**src/rtl/bounce_updater_n.sv**
```systemverilog
// bounce_updater_n: per-frame game-state engine for the colour-bounce game with N_PLAT platforms.
// Optional feature macro BOUNCE_COMBO_EN: consecutive hits score 1,2,3,4 via a 2-bit streak.
module bounce_updater_n #(
    parameter int          N_PLAT     = 4,
    parameter int          POS_W      = 8,
    parameter int          COL_W      = 3,
    parameter int          BALL_H     = 4,
    parameter int          BOUNCE_LEN = 50,
    parameter int          FLOOR_Y    = 160,
    parameter int          START_Y    = 0,
    parameter logic [15:0] LFSR_SEED  = 16'hACE1
) (
    input  logic                      clk,
    input  logic                      resetn,
    input  logic                      step,
    input  logic                      restart,
    input  logic [N_PLAT-1:0]         keys,
    input  logic [N_PLAT*POS_W-1:0]   plat_pos,
    output logic [POS_W-1:0]          ball_pos,
    output logic [POS_W-1:0]          prev_ball,
    output logic [COL_W-1:0]          ball_color,
    output logic [N_PLAT*COL_W-1:0]   plat_colors,
    output logic [15:0]               score,
    output logic                      gameover,
    output logic                      done,
    output logic                      busy
);
    localparam int KW   = (N_PLAT > 1) ? $clog2(N_PLAT) : 1;
    localparam int UP_W = $clog2(BOUNCE_LEN + 1);
    localparam int CW   = N_PLAT * COL_W;

    localparam logic [UP_W-1:0]  UP_LOAD   = UP_W'(BOUNCE_LEN);
    localparam logic [POS_W-1:0] START_POS = POS_W'(START_Y);
    localparam logic [POS_W:0]   FLOOR_POS = (POS_W + 1)'(FLOOR_Y);

    typedef enum logic [1:0] {
        S_IDLE,
        S_CHECK,
        S_MOVE,
        S_OVER
    } state_t;

    function automatic logic [CW-1:0] reset_colors();
        logic [CW-1:0] c;
        c = '0;
        for (int k = 0; k < N_PLAT; k++) begin
            c[k*COL_W +: COL_W] = COL_W'(k + 1);
        end
        return c;
    endfunction

    state_t            state_reg;
    logic [15:0]       lfsr_reg;
    logic [15:0]       lfsr_next;
    logic [POS_W-1:0]  ball_pos_reg;
    logic [POS_W-1:0]  prev_ball_reg;
    logic [COL_W-1:0]  ball_color_reg;
    logic [CW-1:0]     plat_colors_reg;
    logic [15:0]       score_reg;
    logic              gameover_reg;
    logic              done_reg;
    logic [UP_W-1:0]   up_cnt_reg;
    logic              touch_reg;

    // Check-phase signals
    logic [N_PLAT-1:0] key_low;
    logic              one_low;
    logic [KW-1:0]     key_idx;
    logic [POS_W-1:0]  key_plat;
    logic [COL_W-1:0]  key_col;
    logic [POS_W:0]    win_hi;
    logic              in_window;
    logic              touch_c;

    // Move-phase signals
    logic [CW-1:0]     new_colors;
    logic [KW-1:0]     sel_idx;
    logic [COL_W-1:0]  new_ball_color;
    logic [UP_W-1:0]   up_eff;
    logic [UP_W-1:0]   up_next;
    logic [POS_W-1:0]  ball_next;
    logic              hit_floor;
    logic [15:0]       score_inc;
    logic [16:0]       score_sum;
    logic [15:0]       score_next;

`ifdef BOUNCE_COMBO_EN
    logic [1:0]        streak_reg;
    logic              miss_reg;
    logic              miss_c;
`endif

    // Galois form of x^16 + x^14 + x^13 + x^11 + 1; a non-zero seed never reaches zero
    assign lfsr_next = {1'b0, lfsr_reg[15:1]} ^ (lfsr_reg[0] ? 16'hB400 : 16'h0000);

    always_ff @(posedge clk or negedge resetn) begin
        if (!resetn) begin
            lfsr_reg <= LFSR_SEED;
        end else begin
            lfsr_reg <= lfsr_next;
        end
    end

    assign key_low = ~keys;
    assign one_low = $onehot(key_low);

    always_comb begin
        key_idx = '0;
        for (int k = 0; k < N_PLAT; k++) begin
            if (key_low[k]) begin
                key_idx = KW'(k);
            end
        end
    end

    assign key_plat  = plat_pos[key_idx*POS_W +: POS_W];
    assign key_col   = plat_colors_reg[key_idx*COL_W +: COL_W];
    assign win_hi    = {1'b0, ball_pos_reg} + (POS_W + 1)'(BALL_H);
    assign in_window = (key_plat >= ball_pos_reg) && ({1'b0, key_plat} <= win_hi);
    assign touch_c   = (up_cnt_reg == '0) && one_low && (key_col == ball_color_reg) && in_window;

`ifdef BOUNCE_COMBO_EN
    assign miss_c    = (up_cnt_reg == '0) && one_low && !touch_c;
`endif

    // Slices wrap around the 16-bit LFSR when N_PLAT*COL_W exceeds 16
    for (genvar gi = 0; gi < CW; gi++) begin : g_recolour
        assign new_colors[gi] = lfsr_reg[gi % 16];
    end

    assign sel_idx        = KW'(32'(lfsr_reg[15:13]) % N_PLAT);
    assign new_ball_color = new_colors[sel_idx*COL_W +: COL_W];

    // The touch frame already moves with the freshly loaded bounce counter
    always_comb begin
        up_eff    = touch_reg ? UP_LOAD : up_cnt_reg;
        ball_next = ball_pos_reg;
        up_next   = up_eff;
        if (up_eff == '0) begin
            ball_next = ball_pos_reg + POS_W'(1);
        end else if (ball_pos_reg == '0) begin
            up_next = '0;
        end else begin
            ball_next = ball_pos_reg - POS_W'(1);
            up_next   = up_eff - UP_W'(1);
        end
    end

    assign hit_floor = ({1'b0, ball_next} >= FLOOR_POS);

`ifdef BOUNCE_COMBO_EN
    assign score_inc = {14'd0, streak_reg} + 16'd1;
`else
    assign score_inc = 16'd1;
`endif
    assign score_sum  = {1'b0, score_reg} + {1'b0, score_inc};
    assign score_next = score_sum[16] ? 16'hFFFF : score_sum[15:0];

    always_ff @(posedge clk or negedge resetn) begin
        if (!resetn) begin
            state_reg       <= S_IDLE;
            ball_pos_reg    <= START_POS;
            prev_ball_reg   <= START_POS;
            ball_color_reg  <= COL_W'(1);
            plat_colors_reg <= reset_colors();
            score_reg       <= '0;
            gameover_reg    <= 1'b0;
            done_reg        <= 1'b0;
            up_cnt_reg      <= '0;
            touch_reg       <= 1'b0;
`ifdef BOUNCE_COMBO_EN
            streak_reg      <= '0;
            miss_reg        <= 1'b0;
`endif
        end else begin
            done_reg <= 1'b0;
            case (state_reg)
                S_IDLE: begin
                    if (step) begin
                        state_reg <= S_CHECK;
                    end
                end
                S_CHECK: begin
                    touch_reg <= touch_c;
`ifdef BOUNCE_COMBO_EN
                    miss_reg  <= miss_c;
`endif
                    state_reg <= S_MOVE;
                end
                S_MOVE: begin
                    prev_ball_reg <= ball_pos_reg;
                    ball_pos_reg  <= ball_next;
                    up_cnt_reg    <= up_next;
                    done_reg      <= 1'b1;
                    if (touch_reg) begin
                        plat_colors_reg <= new_colors;
                        ball_color_reg  <= new_ball_color;
                        score_reg       <= score_next;
                    end
`ifdef BOUNCE_COMBO_EN
                    if (touch_reg) begin
                        streak_reg <= (streak_reg == 2'd3) ? 2'd3 : streak_reg + 2'd1;
                    end else if (miss_reg) begin
                        streak_reg <= '0;
                    end
`endif
                    if (hit_floor) begin
                        gameover_reg <= 1'b1;
                        state_reg    <= S_OVER;
                    end else begin
                        state_reg    <= S_IDLE;
                    end
                end
                S_OVER: begin
                    // Colours survive a restart; score is kept on display until then
                    if (restart) begin
                        ball_pos_reg  <= START_POS;
                        prev_ball_reg <= START_POS;
                        score_reg     <= '0;
                        up_cnt_reg    <= '0;
                        gameover_reg  <= 1'b0;
`ifdef BOUNCE_COMBO_EN
                        streak_reg    <= '0;
`endif
                        state_reg     <= S_IDLE;
                    end
                end
                default: state_reg <= S_IDLE;
            endcase
        end
    end

    assign ball_pos    = ball_pos_reg;
    assign prev_ball   = prev_ball_reg;
    assign ball_color  = ball_color_reg;
    assign plat_colors = plat_colors_reg;
    assign score       = score_reg;
    assign gameover    = gameover_reg;
    assign done        = done_reg;
    assign busy        = (state_reg == S_CHECK) || (state_reg == S_MOVE);

endmodule

```
**config.mk**
```make
export PLATFORM = sky130hd
export DESIGN_NAME = bounce_updater_n
export DESIGN_NICKNAME = d
export VERILOG_FILES = /design/src/rtl/bounce_updater_n.sv
export SDC_FILE = /design/constraint.sdc
export NUM_CORES = 1
export LEC_CHECK = 0
export CAP_MARGIN = 20
export CORE_ASPECT_RATIO = 1.1
export CORE_MARGIN = 10
export CORE_UTILIZATION = 45
export CTS_BUF_LIST = sky130_fd_sc_hd__clkbuf_4
export DETAILED_ROUTE_END_ITERATION = 10
export GPL_ROUTABILITY_DRIVEN = 0
export MAX_ROUTING_LAYER = met4
export PLACE_DENSITY = 0.71
export SLEW_MARGIN = 20
export SYNTH_ARGS = -nofsm -noshare
export SYNTH_HDL_FRONTEND = slang
export SYNTH_SLANG_ARGS = --single-unit
```
**constraint.sdc**
```tcl
create_clock -name clk -period 3.92 [get_ports clk]
set_input_delay 0.98 -clock clk [delete_from_list [all_inputs] [get_ports clk]]
set_output_delay 0.98 -clock clk [all_outputs]
set_load 0.01 [all_outputs]
```
Word-level counts from Yosys, hierarchy flattened
Index checks and enable logic that the tools add are counted.
{"block": "op_classes", "multipliers": 2, "magnitude_cmp": 3, "shift": 3, "n_reduce_logical": 15, "n_mux": 26, "addsub": 8, "eq_ne": 9, "n_bitwise": 2}
{"op": "16-bit 2-to-1 mux", "n": 4}
{"op": "16-bit one-hot mux with 2 select lines", "n": 1}
{"op": "8-bit one-hot mux with 2 select lines", "n": 2}
{"op": "32-bit by 6-bit indexed part select with 8-bit output", "n": 1}
{"op": "6-bit 2-to-1 mux", "n": 4}
{"op": "8-bit 2-to-1 mux", "n": 3}
{"op": "12-bit by 5-bit indexed part select with 3-bit output", "n": 2}
{"op": "16-bit by 1-bit adder with 17-bit output (second input constant)", "n": 1}
{"op": "15-bit by 16-bit bitwise XOR with 16-bit output", "n": 1}
{"op": "6-bit zero test", "n": 2}
{"op": "6-bit one-hot mux with 2 select lines", "n": 1}
{"op": "2-bit 2-to-1 mux", "n": 5}
{"op": "8-bit by 3-bit adder with 9-bit output (second input constant)", "n": 1}
{"op": "8-bit by 9-bit <= comparator with 1-bit output", "n": 1}
{"op": "8-bit by 1-bit adder with 8-bit output (second input constant)", "n": 1}
{"op": "8-bit >= comparator", "n": 1}
{"op": "8-bit >= comparator (second input constant)", "n": 1}
{"op": "8-bit zero test", "n": 1}
{"op": "2-bit by 2-bit multiplier with 4-bit output (second input constant)", "n": 2}
{"op": "2-bit != test (second input constant)", "n": 4}
{"op": "2-bit one-hot mux with 4 select lines", "n": 1}
{"op": "8-bit by 1-bit subtractor with 8-bit output (second input constant)", "n": 1}
{"op": "2-bit AND reduction", "n": 3}
{"op": "3-bit AND reduction", "n": 2}
{"op": "14 further kinds", "n": 22}
{"block": "word_totals", "wordCells": 79, "regBits": 74, "in_bits": 40}

Depth between registers and ports, before layout
{"block": "logic_depth", "ltp_word": 9, "ltp_mapped": 12}

Least setup slack after synthesis
OpenSTA, ideal clock, no wires.
{"block": "synth_path", "path_kind": "in2reg", "startpoint": "in keys[2]", "endpoint": "reg touch_reg", "path_buffers": 2, "arrival_time_ns": 3.044, "setup_ns": 0.121, "cell_stages": 10, "slack_ns": 0.755, "cell_sequence": "clkbuf_1 clkbuf_1 a21oi_1 mux2_2 ha_1 a21o_1 a211o_1 a41oi_1 o21bai_1 a41o_1"}
{"block": "synth_via", "elab_chain_cells": 8, "elab_cells_between_ends": 16, "cone_classes": "2 x add/sub; 1 x mul; 2 x order compare; 2 x eq/ne; 2 x shift; 2 x mux; 1 x bitwise; 4 x reduce/logical"}
{"item": "start, declared", "line_no": "17", "rtl": "input logic [N_PLAT-1:0] keys,"}
{"item": "4-bit inverter (*)", "line_no": "104", "rtl": "assign key_low = ~keys;"}
{"item": "2-bit 2-to-1 mux (2 in series)", "line_no": "110", "rtl": "if (key_low[k]) begin"}
{"item": "2-bit by 2-bit multiplier with 4-bit output", "line_no": "117", "rtl": "assign key_col = plat_colors_reg[key_idx*COL_W +: COL_W];"}
{"item": "12-bit by 5-bit indexed part select with 3-bit output", "line_no": "117"}
{"item": "3-bit == test", "line_no": "120", "rtl": "assign touch_c = (up_cnt_reg == '0) && one_low && (key_col == ball_color_reg) && in_window;"}
{"item": "1-bit logical AND", "line_no": "120"}
{"item": "1-bit logical AND (*)", "line_no": "120"}
{"item": "end signal, assigned", "line_no": "184", "rtl": "touch_reg <= touch_c;"}
{"item": "end, declared", "line_no": "63", "rtl": "logic touch_reg;"}
Mark *: on every way between the ends. The rest lies on a longest branch, timed or not.
A chain may end at the register's enable or synchronous reset.

Worst setup path in the final report
{"block": "layout_path", "startpoint": "in keys[1]", "endpoint": "reg touch_reg"}
{"block": "layout_via", "elab_chain_cells": 9, "elab_cells_between_ends": 17, "cone_classes": "2 x add/sub; 1 x mul; 2 x order compare; 2 x eq/ne; 2 x shift; 3 x mux; 1 x bitwise; 4 x reduce/logical"}
{"item": "4-bit inverter (*)", "line_no": "104"}
{"item": "1-bit 2-to-1 mux", "line_no": "110"}
{"item": "2-bit 2-to-1 mux (2 in series)", "line_no": "110"}
{"item": "2-bit by 2-bit multiplier with 4-bit output", "line_no": "117"}
{"item": "12-bit by 5-bit indexed part select with 3-bit output", "line_no": "117"}
{"item": "3-bit == test", "line_no": "120"}
{"item": "1-bit logical AND", "line_no": "120"}
{"item": "1-bit logical AND (*)", "line_no": "120"}
Marks and branches as above.

==> metrics.yaml <==
finish:
  antenna_cells: 0
  final_util_pct: 58.9
  drive_above_1_share_pct: 13.6
  layout_common_cells: "88 x clkdlybuf4s50_1, 60 x dfrtp_1, 32 x o21ai_0"
  fill_cells: 806
  final_common_cell: "clkdlybuf4s50_1"
  area_growth_syn_to_layout_pct: 26.6
  nets: 598
logic_synthesis:
  avgSynthCellArea_sq_um: 10.1
  synth_top_area_share_pct: 34.0
  async_flop_share_pct: 100
  yosysSeqAreaShare_pct: 42.3
  ys_types: 68
  synthFlopType: "dfrtp_1"
  synth_edf_count: 0
  synth.area.top_cells: "dfrtp_1 34%, dfstp_2 8.3%, ha_1 7.4%"
  syn_nets: 506
  ys_ff_latch: 74
  syn-cell-area_sq_um: 4410
  syn_inst: 439
  synth_largest_area_cell: "dfrtp_1"
  ys_warn_count: 0
status:
  status: "finished, final reports clean"
sta:
  finClkSkew_ps: 16.5
  finalSetupViolCount: 0
  setup_slack_ps: 649
  max_slew_margin_pct: 39.1
  finalMaxSlewViolations: 0
  min_period_ps: 3270
  hold_viol: 0
  rsz0062_at_grt: "false"
  fin_crit_sh_pct: 83.5
  fmax_mhz: 306
  worstMarginPinSlew_ps: 913
  tns_ps: 0
clock_tree:
  cts_setup_buffers: 0
  path_clk_slew_ps: 140
  cts_root_buffer: "clkbuf_4"
  insertion_delay_ps: 430
  tritoncts: "yes"
  post_cts_resized: 0
  tritoncts.num_buffers: 9
  h-tree-depth: 3
  clock_path_buffers: 2
  holdBufCountCts: 0
  cts_num_sinks: 74
critical_path:
  worstPathRequired_ps: 4300
  end_kind: "register"
  reg2reg_from: "touch_reg$_DFFE_PN0N_"
  cp-start-kind: "input pin"
  criticalPathCategory: "in -> reg"
  cp.arrival_ps: 3650
  cp_max_fo: 7
  crit_start: "keys[1]"
pwr:
  powerDensity_nw_per_um2: 538
  p_leak_nw: 2.41
  vdd_ir_drop_max_mv: 0.262
global_route:
  grt_pass1_vias: 3795
  grt_max_degree: 43
  grt_usage_pct: 16.5
  grt_overflow: 0
  grt_pass1_wl_mm: 18.7
  grt_antenna_before_repair: 0
route:
  drt_iter0_markers: 179
  routed_wl_mm: 11.5
  ant_nets: 0
  via_per_inst: 5.77
  drc: 0
  vias: 3768
  wl_per_cell_um: 17.6
  dr.pass1.iters: 5
placed_design:
  hpwl_mm: 8.84
  io_buffers: 89
  pre_cts_slack_ps: 177
floorplanning:
  start_util_pct: 46.5
  rows: 37
  core_sq_um: 9490
  io_pins: 90
  die_area_sq_um: 14200
  dieWidth_um: 114
  chipHeight_um: 124
min_path:
  hold_class: "reg -> reg"
  holdCritStartpoint: "lfsr_reg[12]$_DFF_PN0_"
job:
  maxCapViolations: 0
[where the power goes]
part,switching [mW],internal (mW),leakage [nW]
Clock,0.308,0.205,0.0755
Sequential,0.152,0.883,0.952
Combinational,0.810,0.650,1.38
[Yosys cell counts, types with 2 or more instances]
cell type	count
o22ai_1	3
clkbuf_1	13
mux2i_1	12
o21a_1	2
nand2_1	31
ha_1	26
xor2_1	6
o21bai_1	2
inv_1	23
o32ai_1	2
nor3_1	5
a21o_1	4
o31a_1	2
o31ai_1	10
mux4_2	3
buf_2	2
a41oi_1	3
o211ai_1	2
nor4_1	2
nor2b_1	3
o21ai_0	32
xnor2_1	11
nor2_1	29
dfrtp_1	60
and3_1	8
a32o_1	2
a31oi_1	8
a22o_1	11
o311a_1	2
dfstp_2	14
nand4_1	5
or3_1	3
a21oi_1	25
and2_1	2
and4_1	3
mux2_2	22
nand2b_1	3
nand3_1	11
a311oi_1	3
[kinds of logic after synthesis]
family / Yosys count / synth area share (%)
adder cells (fa/ha/maj): 27 / 7.82
buffers and inverters: 41 / 3.71
multiplexers: 37 / 9.86
AND/OR/NAND/NOR: 117 / 13.7
XOR/XNOR: 17 / 3.37
flip-flops: 74 / 42.3
AO/OA/AOI/OAI: 126 / 19.1
[final timing paths]
kind | endpoint | slack (ps) | cells past startpoint
min | lfsr_reg[11]$_DFF_PN1_ | 380 | 0
min reg2reg | lfsr_reg[11]$_DFF_PN1_ | 380 | 0
max | touch_reg$_DFFE_PN0N_ | 650 | 11
max reg2reg | state_reg[0]$_DFFE_PN0P_ | 970 | 9
min in group asynchronous | prev_ball[5]$_DFFE_PN0P_ | 650 | 1
max in group asynchronous | ball_pos[4]$_DFFE_PN0P_ | 2450 | 2
[final cells by class]
type                    count  area (sq um)  area share (%)
clock buffers               9          67.6            1.21
clock inverters             7          82.6            1.48
well taps                 117           146            2.62
inverters                  24          90.1            1.61
flip-flops and latches     74          1870            33.4
repair buffers             98           953            17.1
multi-input cells         324          2380            42.6
[layer usage]
layer	part of all wire [%]	GRT usage, %
met5	0	-
met1	42	19.5
met4	1.4	4.78
met3	4.7	2.84
met2	52	28.4
[through the flow]
stage               std cells  hold WS, ps  total power [mW]  instance area [sq um]
global route              653          394              3.24                   5590
floorplan                 439          333              1.98                   4410
global placement          637          341              2.46                   5440
detailed placement        637          342              2.50                   5440
finish                    653          375              3.01                   5590
CTS                       653          379              3.02                   5590
[worst max-delay path, stage by stage]
cell             delay, ps
clkdlybuf4s50_1        710
mux2i_1                230
a21oi_1                 80
mux2_2                 270
ha_1                   300
nor2b_1                140
o311a_1                270
o21ai_0                170
a21oi_1                100
o221ai_1               210
a41o_1                 180
No activity file was read; power rests on OpenSTA's default activity.
